File: src/rtl/serv_dbus_pkg.sv
// rtl/serv_dbus_pkg.sv - shared FSM encoding, size codes and counter sizing for the SERV bus interfaces
package serv_dbus_pkg;

  typedef enum logic [1:0] {
    ST_IDLE = 2'b00,
    ST_BUS  = 2'b01,
    ST_RESP = 2'b10
  } state_e;

  localparam logic [1:0] SIZE_BYTE = 2'b00;
  localparam logic [1:0] SIZE_HALF = 2'b01;
  localparam logic [1:0] SIZE_WORD = 2'b10;

  // Wait counter must hold TIMEOUT itself; a disabled timeout still gets one bit.
  function automatic int unsigned wait_cnt_width(input int unsigned timeout);
    if (timeout == 0) begin
      return 1;
    end
    return $clog2(timeout + 1);
  endfunction

endpackage

File: src/rtl/serv_dbus_lane.sv
// rtl/serv_dbus_lane.sv - byte-enable and misalignment decode from access size and address low bits
module serv_dbus_lane
  import serv_dbus_pkg::*;
(
  input  logic [1:0] i_size,
  input  logic [1:0] i_adr_lo,
  output logic [3:0] o_sel,
  output logic       o_misalign
);

  always_comb begin
    o_sel      = 4'b1111;
    o_misalign = 1'b0;
    case (i_size)
      SIZE_BYTE: begin
        o_sel      = 4'b0001 << i_adr_lo;
        o_misalign = 1'b0;
      end
      SIZE_HALF: begin
        o_sel      = 4'b0011 << i_adr_lo;
        o_misalign = i_adr_lo[0];
      end
      // Size code 11 behaves exactly like a word access.
      default: begin
        o_sel      = 4'b1111;
        o_misalign = |i_adr_lo;
      end
    endcase
  end

endmodule

File: src/rtl/serv_dbus_if.sv
// rtl/serv_dbus_if.sv - SERV data-bus master: request latch, single-beat bus cycle, wait-cycle timeout
module serv_dbus_if
  import serv_dbus_pkg::*;
#(
  parameter int TIMEOUT = 255
) (
  input  logic        i_clk,
  input  logic        i_rst_n,
  input  logic        i_req,
  input  logic        i_we,
  input  logic [1:0]  i_size,
  input  logic [31:0] i_adr,
  input  logic [31:0] i_dat,
  output logic        o_busy,
  output logic        o_done,
  output logic        o_load,
  output logic [31:0] o_rdt,
  output logic        o_misalign,
  output logic        o_err,
  output logic [31:0] o_wb_adr,
  output logic [31:0] o_wb_dat,
  output logic [3:0]  o_wb_sel,
  output logic        o_wb_we,
  output logic        o_wb_cyc,
  input  logic        i_wb_ack,
  input  logic        i_wb_err,
  input  logic [31:0] i_wb_rdt
);

  localparam int unsigned    CW         = wait_cnt_width(TIMEOUT);
  localparam bit             TIMEOUT_EN = (TIMEOUT > 0);
  localparam logic [CW-1:0]  WAIT_LAST  = CW'((TIMEOUT > 0) ? TIMEOUT - 1 : 0);
  localparam logic [CW-1:0]  WAIT_MAX   = {CW{1'b1}};

  state_e        state_q, state_d;
  logic [CW-1:0] wait_q, wait_d;
  logic [31:0]   adr_q, adr_d;
  logic [31:0]   dat_q, dat_d;
  logic [3:0]    sel_q, sel_d;
  logic          we_q, we_d;
  logic          cyc_q, cyc_d;
  logic          busy_q, busy_d;
  logic [31:0]   rdt_q, rdt_d;
  logic          done_q, done_d;
  logic          load_q, load_d;
  logic          err_q, err_d;
  logic          mis_q, mis_d;

  logic [3:0]    lane_sel;
  logic          lane_mis;
  logic          timeout_hit;

  serv_dbus_lane u_lane (
    .i_size     (i_size),
    .i_adr_lo   (i_adr[1:0]),
    .o_sel      (lane_sel),
    .o_misalign (lane_mis)
  );

  // This cycle's missing ack would bring the counter up to TIMEOUT.
  assign timeout_hit = TIMEOUT_EN && (wait_q == WAIT_LAST);

  always_ff @(posedge i_clk or negedge i_rst_n) begin
    if (!i_rst_n) begin
      state_q <= ST_IDLE;
      wait_q  <= '0;
      adr_q   <= '0;
      dat_q   <= '0;
      sel_q   <= '0;
      we_q    <= 1'b0;
      cyc_q   <= 1'b0;
      busy_q  <= 1'b0;
      rdt_q   <= '0;
      done_q  <= 1'b0;
      load_q  <= 1'b0;
      err_q   <= 1'b0;
      mis_q   <= 1'b0;
    end else begin
      state_q <= state_d;
      wait_q  <= wait_d;
      adr_q   <= adr_d;
      dat_q   <= dat_d;
      sel_q   <= sel_d;
      we_q    <= we_d;
      cyc_q   <= cyc_d;
      busy_q  <= busy_d;
      rdt_q   <= rdt_d;
      done_q  <= done_d;
      load_q  <= load_d;
      err_q   <= err_d;
      mis_q   <= mis_d;
    end
  end

  always_comb begin
    state_d = state_q;
    wait_d  = wait_q;
    adr_d   = adr_q;
    dat_d   = dat_q;
    sel_d   = sel_q;
    we_d    = we_q;
    rdt_d   = rdt_q;
    done_d  = 1'b0;
    load_d  = 1'b0;
    err_d   = 1'b0;
    mis_d   = 1'b0;

    case (state_q)
      ST_IDLE: begin
        if (i_req) begin
          if (lane_mis) begin
            mis_d = 1'b1;
          end else begin
            adr_d   = {i_adr[31:2], 2'b00};
            dat_d   = i_dat;
            sel_d   = lane_sel;
            we_d    = i_we;
            wait_d  = '0;
            state_d = ST_BUS;
          end
        end
      end

      ST_BUS: begin
        // Error wins over a simultaneous ack; a timeout is reported as an error.
        if (i_wb_err) begin
          err_d   = 1'b1;
          state_d = ST_IDLE;
        end else if (i_wb_ack) begin
          if (!we_q) begin
            rdt_d = i_wb_rdt;
          end
          done_d  = 1'b1;
          load_d  = !we_q;
          state_d = ST_RESP;
        end else begin
          if (wait_q != WAIT_MAX) begin
            wait_d = wait_q + 1'b1;
          end
          if (timeout_hit) begin
            err_d   = 1'b1;
            state_d = ST_IDLE;
          end
        end
      end

      ST_RESP: begin
        state_d = ST_IDLE;
      end

      default: begin
        state_d = ST_IDLE;
      end
    endcase
  end

  // Cycle and busy flags are registered copies of the next state.
  always_comb begin
    cyc_d  = (state_d == ST_BUS);
    busy_d = (state_d != ST_IDLE);
  end

  assign o_busy     = busy_q;
  assign o_done     = done_q;
  assign o_load     = load_q;
  assign o_rdt      = rdt_q;
  assign o_misalign = mis_q;
  assign o_err      = err_q;
  assign o_wb_adr   = adr_q;
  assign o_wb_dat   = dat_q;
  assign o_wb_sel   = sel_q;
  assign o_wb_we    = we_q;
  assign o_wb_cyc   = cyc_q;

endmodule

File: config.mk
export PLATFORM = sky130hd
export DESIGN_NAME = serv_dbus_if
export DESIGN_NICKNAME = d
export VERILOG_FILES = /design/src/rtl/serv_dbus_pkg.sv /design/src/rtl/serv_dbus_lane.sv /design/src/rtl/serv_dbus_if.sv
export SDC_FILE = /design/constraint.sdc
export NUM_CORES = 1
export LEC_CHECK = 0
export BUFFER_PORTS_ARGS = -buffer_cell sky130_fd_sc_hd__buf_2
export CORE_UTILIZATION = 50
export DETAILED_ROUTE_END_ITERATION = 8
export PLACE_DENSITY = 0.91
export SYNTH_ARGS = -nofsm -noshare
export SYNTH_HDL_FRONTEND = slang
export SYNTH_HIERARCHICAL = 1
export SYNTH_SLANG_ARGS = --single-unit
File: constraint.sdc
create_clock -name i_clk -period 4.9 [get_ports i_clk]
set_input_delay 0.49 -clock i_clk [delete_from_list [all_inputs] [get_ports i_clk]]
set_output_delay 0.49 -clock i_clk [all_outputs]
set_load 0.1 [all_outputs]
==> summary.md, run 1 <==
| Metric | Value |
|---|---|
| Remaining antenna violation count | `0` |
| Final Instance Area | `0.00626 sq mm` |
| Reg2Reg Depth | `5` |
| Hpwl dp | `6.83 mm` |
| Synth Area in Adders | `0.554%` |
| Die area | `0.00942 sq mm` |
| Final Critical Period | `2380 ps` |
| First-pass GRT wire length | `15.9 mm` |
| Max Cap Violations | `0` |
| Die Width | `97.0 um` |
| Largest net degree at the start of global routing | `70` |
| Total GRT Usage | `21.4%` |
| Initial DRC Count | `93` |
| Area share of the largest cell type after synthesis | `63.7%` |
| Clock Root Buffer | `clkbuf_8` |
| Top_reg_cell synth | `dfrtp_1` |
| Overflow after GRT | `0` |
| PortBufs | `208` |
| Via count | `3225` |
| DP Worst Slack | `2480 ps` |
| Post-place instance area | `0.00563 sq mm` |
| Placed Cells | `601` |
| Mapped Avg Cell Area | `15.2 sq um` |
| Period utilization | `48.6%` |
| Clock-pin slew on the worst setup and hold paths | `60 ps` |
| Via density | `5.09` |
| Routability congestion estimate | `0.824` |
| Syn Inst Count | `297` |
| Core area | `0.00872 sq mm` |
| Distinct cells, synth | `39` |
| Synthesized area | `0.00452 sq mm` |
| Setup crit end kind | `flip-flop` |
| Site Rows | `34` |
| Setup crit start kind | `flip-flop` |
| RSZ-0062 raised after global routing | `false` |
| Post-synthesis mux area share | `24.7%` |
| Slew Viols, Final | `0` |
| Most common cell in the synthesized netlist | `dfrtp_1` |
| Largest family of logic cells by synthesized area | `multiplexers` |
| CTS tree | `built` |
| Area growth, synth to finish | `38.6%` |
| Status | `complete, no violations` |
| Die Span Y | `97.0 um` |
| Worst EP arrival | `2760 ps` |
| Drt pass-1 iters | `4` |
| Fin worst setup slack | `2520 ps` |
| Clk_skew | `11.1 ps` |
| Synth Warn # | `6` |
| Initial Util | `51.8%` |
| Final setup viols | `0` |
| Min-Delay Path Class | `in2async` |
| Top cell type by total area after synthesis | `dfrtp_1` |
| Antenna violations before repair | `0` |
| Share of layout cells above drive strength 1 | `58.9%` |
| Async S/R FF share, synth | `100%` |
| CP Max Fanout | `11` |
| Nets | `619` |
| Antenna diodes | `0` |
| Fraction of synthesized cell area in xor and xnor cells | `0%` |
| WL final | `9.66 mm` |
| #FFs+latches synth | `115` |
| Synth Area in Simple Gates | `5.04%` |
| Hold Buf Count CTS | `0` |
| Slew @ Worst Pin | `852 ps` |
| I/O pin count | `211` |
| Setup_tns | `0 ps` |
| Compound-cell area share of the yosys netlist | `3.63%` |
| Synth top area cells | `dfrtp_1, mux2_2, mux2_1` |
| Max_slew headroom | `43.2%` |
| Vias in the first global route | `3370` |
| Synth cell count leaders | `dfrtp_1, mux2_2, mux2_1` |
| CTS Buf Count | `17` |
| Skew-Pair Late Insertion Delay | `490 ps` |
| CTS sink count | `115` |
| Final hold violations | `0` |
| CTS HTree Levels | `4` |
| Wire per inst | `15.2 um` |
| Bufs on Longest Clock Path | `2` |
| # resized after CTS | `0` |
| WP data required | `5280 ps` |
| EDFF count, synth | `0` |
| Post-synthesis sequential area ratio | `63.7%` |
| Post-Layout Cell Count | `634` |
| Post-CTS setup buffer count | `0` |
| Residual DRC | `0` |
| CP Class | `reg2reg` |
| FMAX | `420 MHz` |
[per-layer routing]
metal  routed length [um]  global-route usage, %
met5                    0                      0
met4                  101                   8.04
met3                  624                   6.07
met2                 5110                   36.7
met1                 3820                   25.4
[stage by stage]
step                hold slack [ps]  utilization [%]
detailed placement              471             64.6
global placement                462             64.6
CTS                            72.3             71.7
global route                    112             71.8
floorplan                       194                -
finish                         63.0             71.8
[final timing paths]
path	start	to	slack [ps]
setup / recovery	state_q[0]	wait_q[6]	2520
min in group i_clk	i_wb_rdt[12]	o_rdt[12]	220
setup reg to reg	state_q[0]	wait_q[6]	2520
max in group asynchronous	i_rst_n	o_wb_sel[3]	3660
hold reg to reg	o_rdt[15]	o_rdt[15]	480
hold / removal	i_rst_n	o_wb_adr[25]	60
[critical path, cell delays in order, from the launching register on]
cell,delay [ps]
dfrtp_1,580
nor4b_1,530
o32ai_1,310
clkbuf_2,240
or2_1,320
o41ai_2,310
[layout by cell type, fill, tap and decap left out, types with 2 or more instances in the layout]
cell type / netlist / layout
buf_2: 8 / 207
dfrtp_1: 115 / 115
mux2_2: 62 / 62
mux2_1: 37 / 37
clkbuf_16: 0 / 16
o21ai_1: 8 / 8
nand2_1: 7 / 7
nor2_1: 5 / 5
nand2b_1: 4 / 4
nand3_1: 4 / 4
bufinv_16: 0 / 4
buf_4: 6 / 4
and3_1: 3 / 3
inv_1: 3 / 3
clkbuf_8: 0 / 3
clkinvlp_4: 0 / 3
a21o_1: 2 / 2
o21a_1: 2 / 2
o31ai_1: 2 / 2
a21oi_1: 2 / 2
ha_1: 2 / 2
conb_1: 1 / 2
clkinv_2: 0 / 2
clkinv_4: 0 / 2
o21bai_1: 2 / 2
[state kept, by name (all words and copies together), names as in the netlist, 2 cells and up]
signal    count
o_rdt        32
o_wb_dat     32
o_wb_adr     30
wait_q        8
o_wb_sel      4
state_q       2
[area by class of cell]
| type | instances | area, sq um |
|---|---|---|
| timing repair buffer | 212 | 1070 |
| clock inverter | 12 | 179 |
| inverter | 3 | 11.3 |
| fill | 608 | 2460 |
| sequential | 115 | 2880 |
| multi-input combinational | 164 | 1540 |
| clock buffer | 20 | 445 |
| tap | 108 | 135 |
[cells by family (layout without fill, tap and decap cells)]
kind of cell             after synthesis  after routing
buffers and inverters                 19            247
other                                  1              2
AND/OR/NAND/NOR                       37             37
multiplexers                          99             99
AO/OA/AOI/OAI                         24             24
flip-flops                           115            115
adder cells (fa/ha/maj)                2              2
Power of run 1 is not shown: default switching activity piles up to over one toggle a cycle in this logic, so the estimate is an artifact.
==> inputs of run 2 (changes only) <==
--- a/config.mk
+++ b/config.mk
@@ -6,9 +6,9 @@
 export NUM_CORES = 1
 export LEC_CHECK = 0
 export BUFFER_PORTS_ARGS = -buffer_cell sky130_fd_sc_hd__buf_2
-export CORE_UTILIZATION = 50
+export CORE_UTILIZATION = 46
 export DETAILED_ROUTE_END_ITERATION = 8
-export PLACE_DENSITY = 0.91
+export PLACE_DENSITY = 0.85
 export SYNTH_ARGS = -nofsm -noshare
 export SYNTH_HDL_FRONTEND = slang
 export SYNTH_HIERARCHICAL = 1
==> constraint.sdc (replaced) <==
create_clock -name i_clk -period 2.45 [get_ports i_clk]
set_input_delay 0.245 -clock i_clk [delete_from_list [all_inputs] [get_ports i_clk]]
set_output_delay 0.245 -clock i_clk [all_outputs]
set_load 0.1 [all_outputs]
==> summary.md, run 2 (synthesized netlist as in run 1, its figures left out) <==
| Metric | Value |
|---|---|
| Via density | `4.94` |
| Residual DRC | `0` |
| Initial DRC Count | `185` |
| Largest net degree at the start of global routing | `56` |
| Initial Util | `48.2%` |
| Clock Root Buffer | `clkbuf_8` |
| Placed Cells | `628` |
| Worst EP arrival | `2390 ps` |
| Met2 Use GR | `49.0%` |
| Die Span Y | `101 um` |
| # resized after CTS | `0` |
| Final Critical Period | `2030 ps` |
| Die Width | `101 um` |
| Commonest non-fill, non-tap cell in the layout | `buf_2` |
| PortBufs | `208` |
| FMAX | `493 MHz` |
| Drt pass-1 iters | `4` |
| Period utilization | `82.8%` |
| Nets | `721` |
| Max_slew headroom | `41.3%` |
| Remaining antenna violation count | `0` |
| Commonest cells after routing, fill and taps aside | `buf_2, dfrtp_1, dlygate4sd3_1, mux2_2, mux2_1` |
| Die area | `0.0102 sq mm` |
| Min-Delay Path Class | `in2reg` |
| Skew-Pair Late Insertion Delay | `490 ps` |
| Vias in the first global route | `4030` |
| Bufs on Longest Clock Path | `2` |
| Antenna violations before repair | `0` |
| Wire per inst | `17.1 um` |
| Hold WS | `32.6 ps` |
| Site Rows | `35` |
| Total GRT Usage | `26.5%` |
| Hpwl dp | `7.63 mm` |
| CTS Buf Count | `17` |
| Status | `complete, no violations` |
| WHS Endpoint | `o_misalign` |
| CTS sink count | `115` |
| CTS HTree Levels | `4` |
| HP Start | `i_req` |
| Setup crit start kind | `flip-flop` |
| Routability congestion estimate | `0.915` |
| Final hold violations | `0` |
| Clk_skew | `7.02 ps` |
| WL final | `12.9 mm` |
| Antenna diodes | `0` |
| Post-Layout Cell Count | `757` |
| Slew @ Worst Pin | `878 ps` |
| Overflow after GRT | `0` |
| Setup crit end kind | `flip-flop` |
| CP Class | `reg2reg` |
| Worst reg2reg setup slack | `420 ps` |
| Area growth, synth to finish | `61.5%` |
| Via count | `3741` |
| WP data required | `2810 ps` |
| Core area | `0.00937 sq mm` |
| Met3 Usage GRT | `8.11%` |
| Share of layout cells above drive strength 1 | `49.8%` |
| Reg2reg end | `o_rdt[24]` |
| Setup_tns | `0 ps` |
| CTS tree | `built` |
| Hold Crit Depth | `3` |
| I/O pin count | `211` |
| Slew Viols, Final | `0` |
| Final setup viols | `0` |
| RR Startpoint | `state_q[1]` |
| Top Usage Layer GRT | `met2` |
| Clock-pin slew on the worst setup and hold paths | `60 ps` |
| Reg2Reg Depth | `5` |
| RSZ-0062 raised after global routing | `false` |
| First-pass GRT wire length | `20.0 mm` |
| CP Max Fanout | `33` |
| M1 GR Usage | `27.1%` |
| Max Cap Violations | `0` |
[run 2: changes by cell type in the layout (fill, tap and decap cells not counted), sizes merged]
cell         delta
clkinvlp        -1
bufinv          -1
clkinv          +3
buf             +6
dlygate4sd3    +97
clkbuf          -1
inv             -1
[run 2: per-layer routing]
| metal | vias up | routed length [um] |
|---|---|---|
| met5 | - | 0 |
| met4 | 0 | 300 |
| met3 | 27 | 1030 |
| met2 | 178 | 6930 |
| met1 | 1849 | 4650 |
| li1 | 1687 | - |
[run 2: layout make-up]
class	instances	area, sq um
Sequential cell	115	2880
Inverter	3	11.3
Timing Repair Buffer	314	2120
Multi-Input combinational cell	164	1540
Clock buffer	20	425
Clock inverter	12	159
Tap cell	129	161
Fill cell	562	2080
[run 2: stage by stage]
step	area [sq um]	util (%)	setup WS (ps)
after floorplan	4520	-	642
after global placement	5740	61.3	570
after detailed placement	5740	61.3	478
after CTS	7300	77.9	464
after global routing	7300	77.9	324
final	7300	77.9	422
[run 2: what timing repair did]
| action | CTS | global route |
|---|---|---|
| setup buffers | 0 | 0 |
| hold buffers | 97 | 0 |
| hold endpoints to repair | 149 | 0 |
[run 2: worst max-delay path: stages, from the launching register on]
cell and delay (ps):
dfrtp_1 460, nand2b_1 280, nor3b_2 310, nor2b_2 240
buf_12 220, mux2_1 380
[run 2: how the worst max path moves through the flow]
stage          startpoint  depth (start not counted)  slack (ps)      endpoint
5_1_grt         wait_q[0]                          5         320     wait_q[4]
3_5_place_dp    i_size[1]                          7         480     wait_q[6]
6_report       state_q[1]                          5         420     o_rdt[24]
3_3_place_gp   state_q[1]                          5         570     o_rdt[29]
4_1_cts        state_q[1]                          5         460     o_rdt[29]
2_1_floorplan  state_q[0]                          5         640  o_wb_adr[25]
Power of run 2 is left out for the same reason.
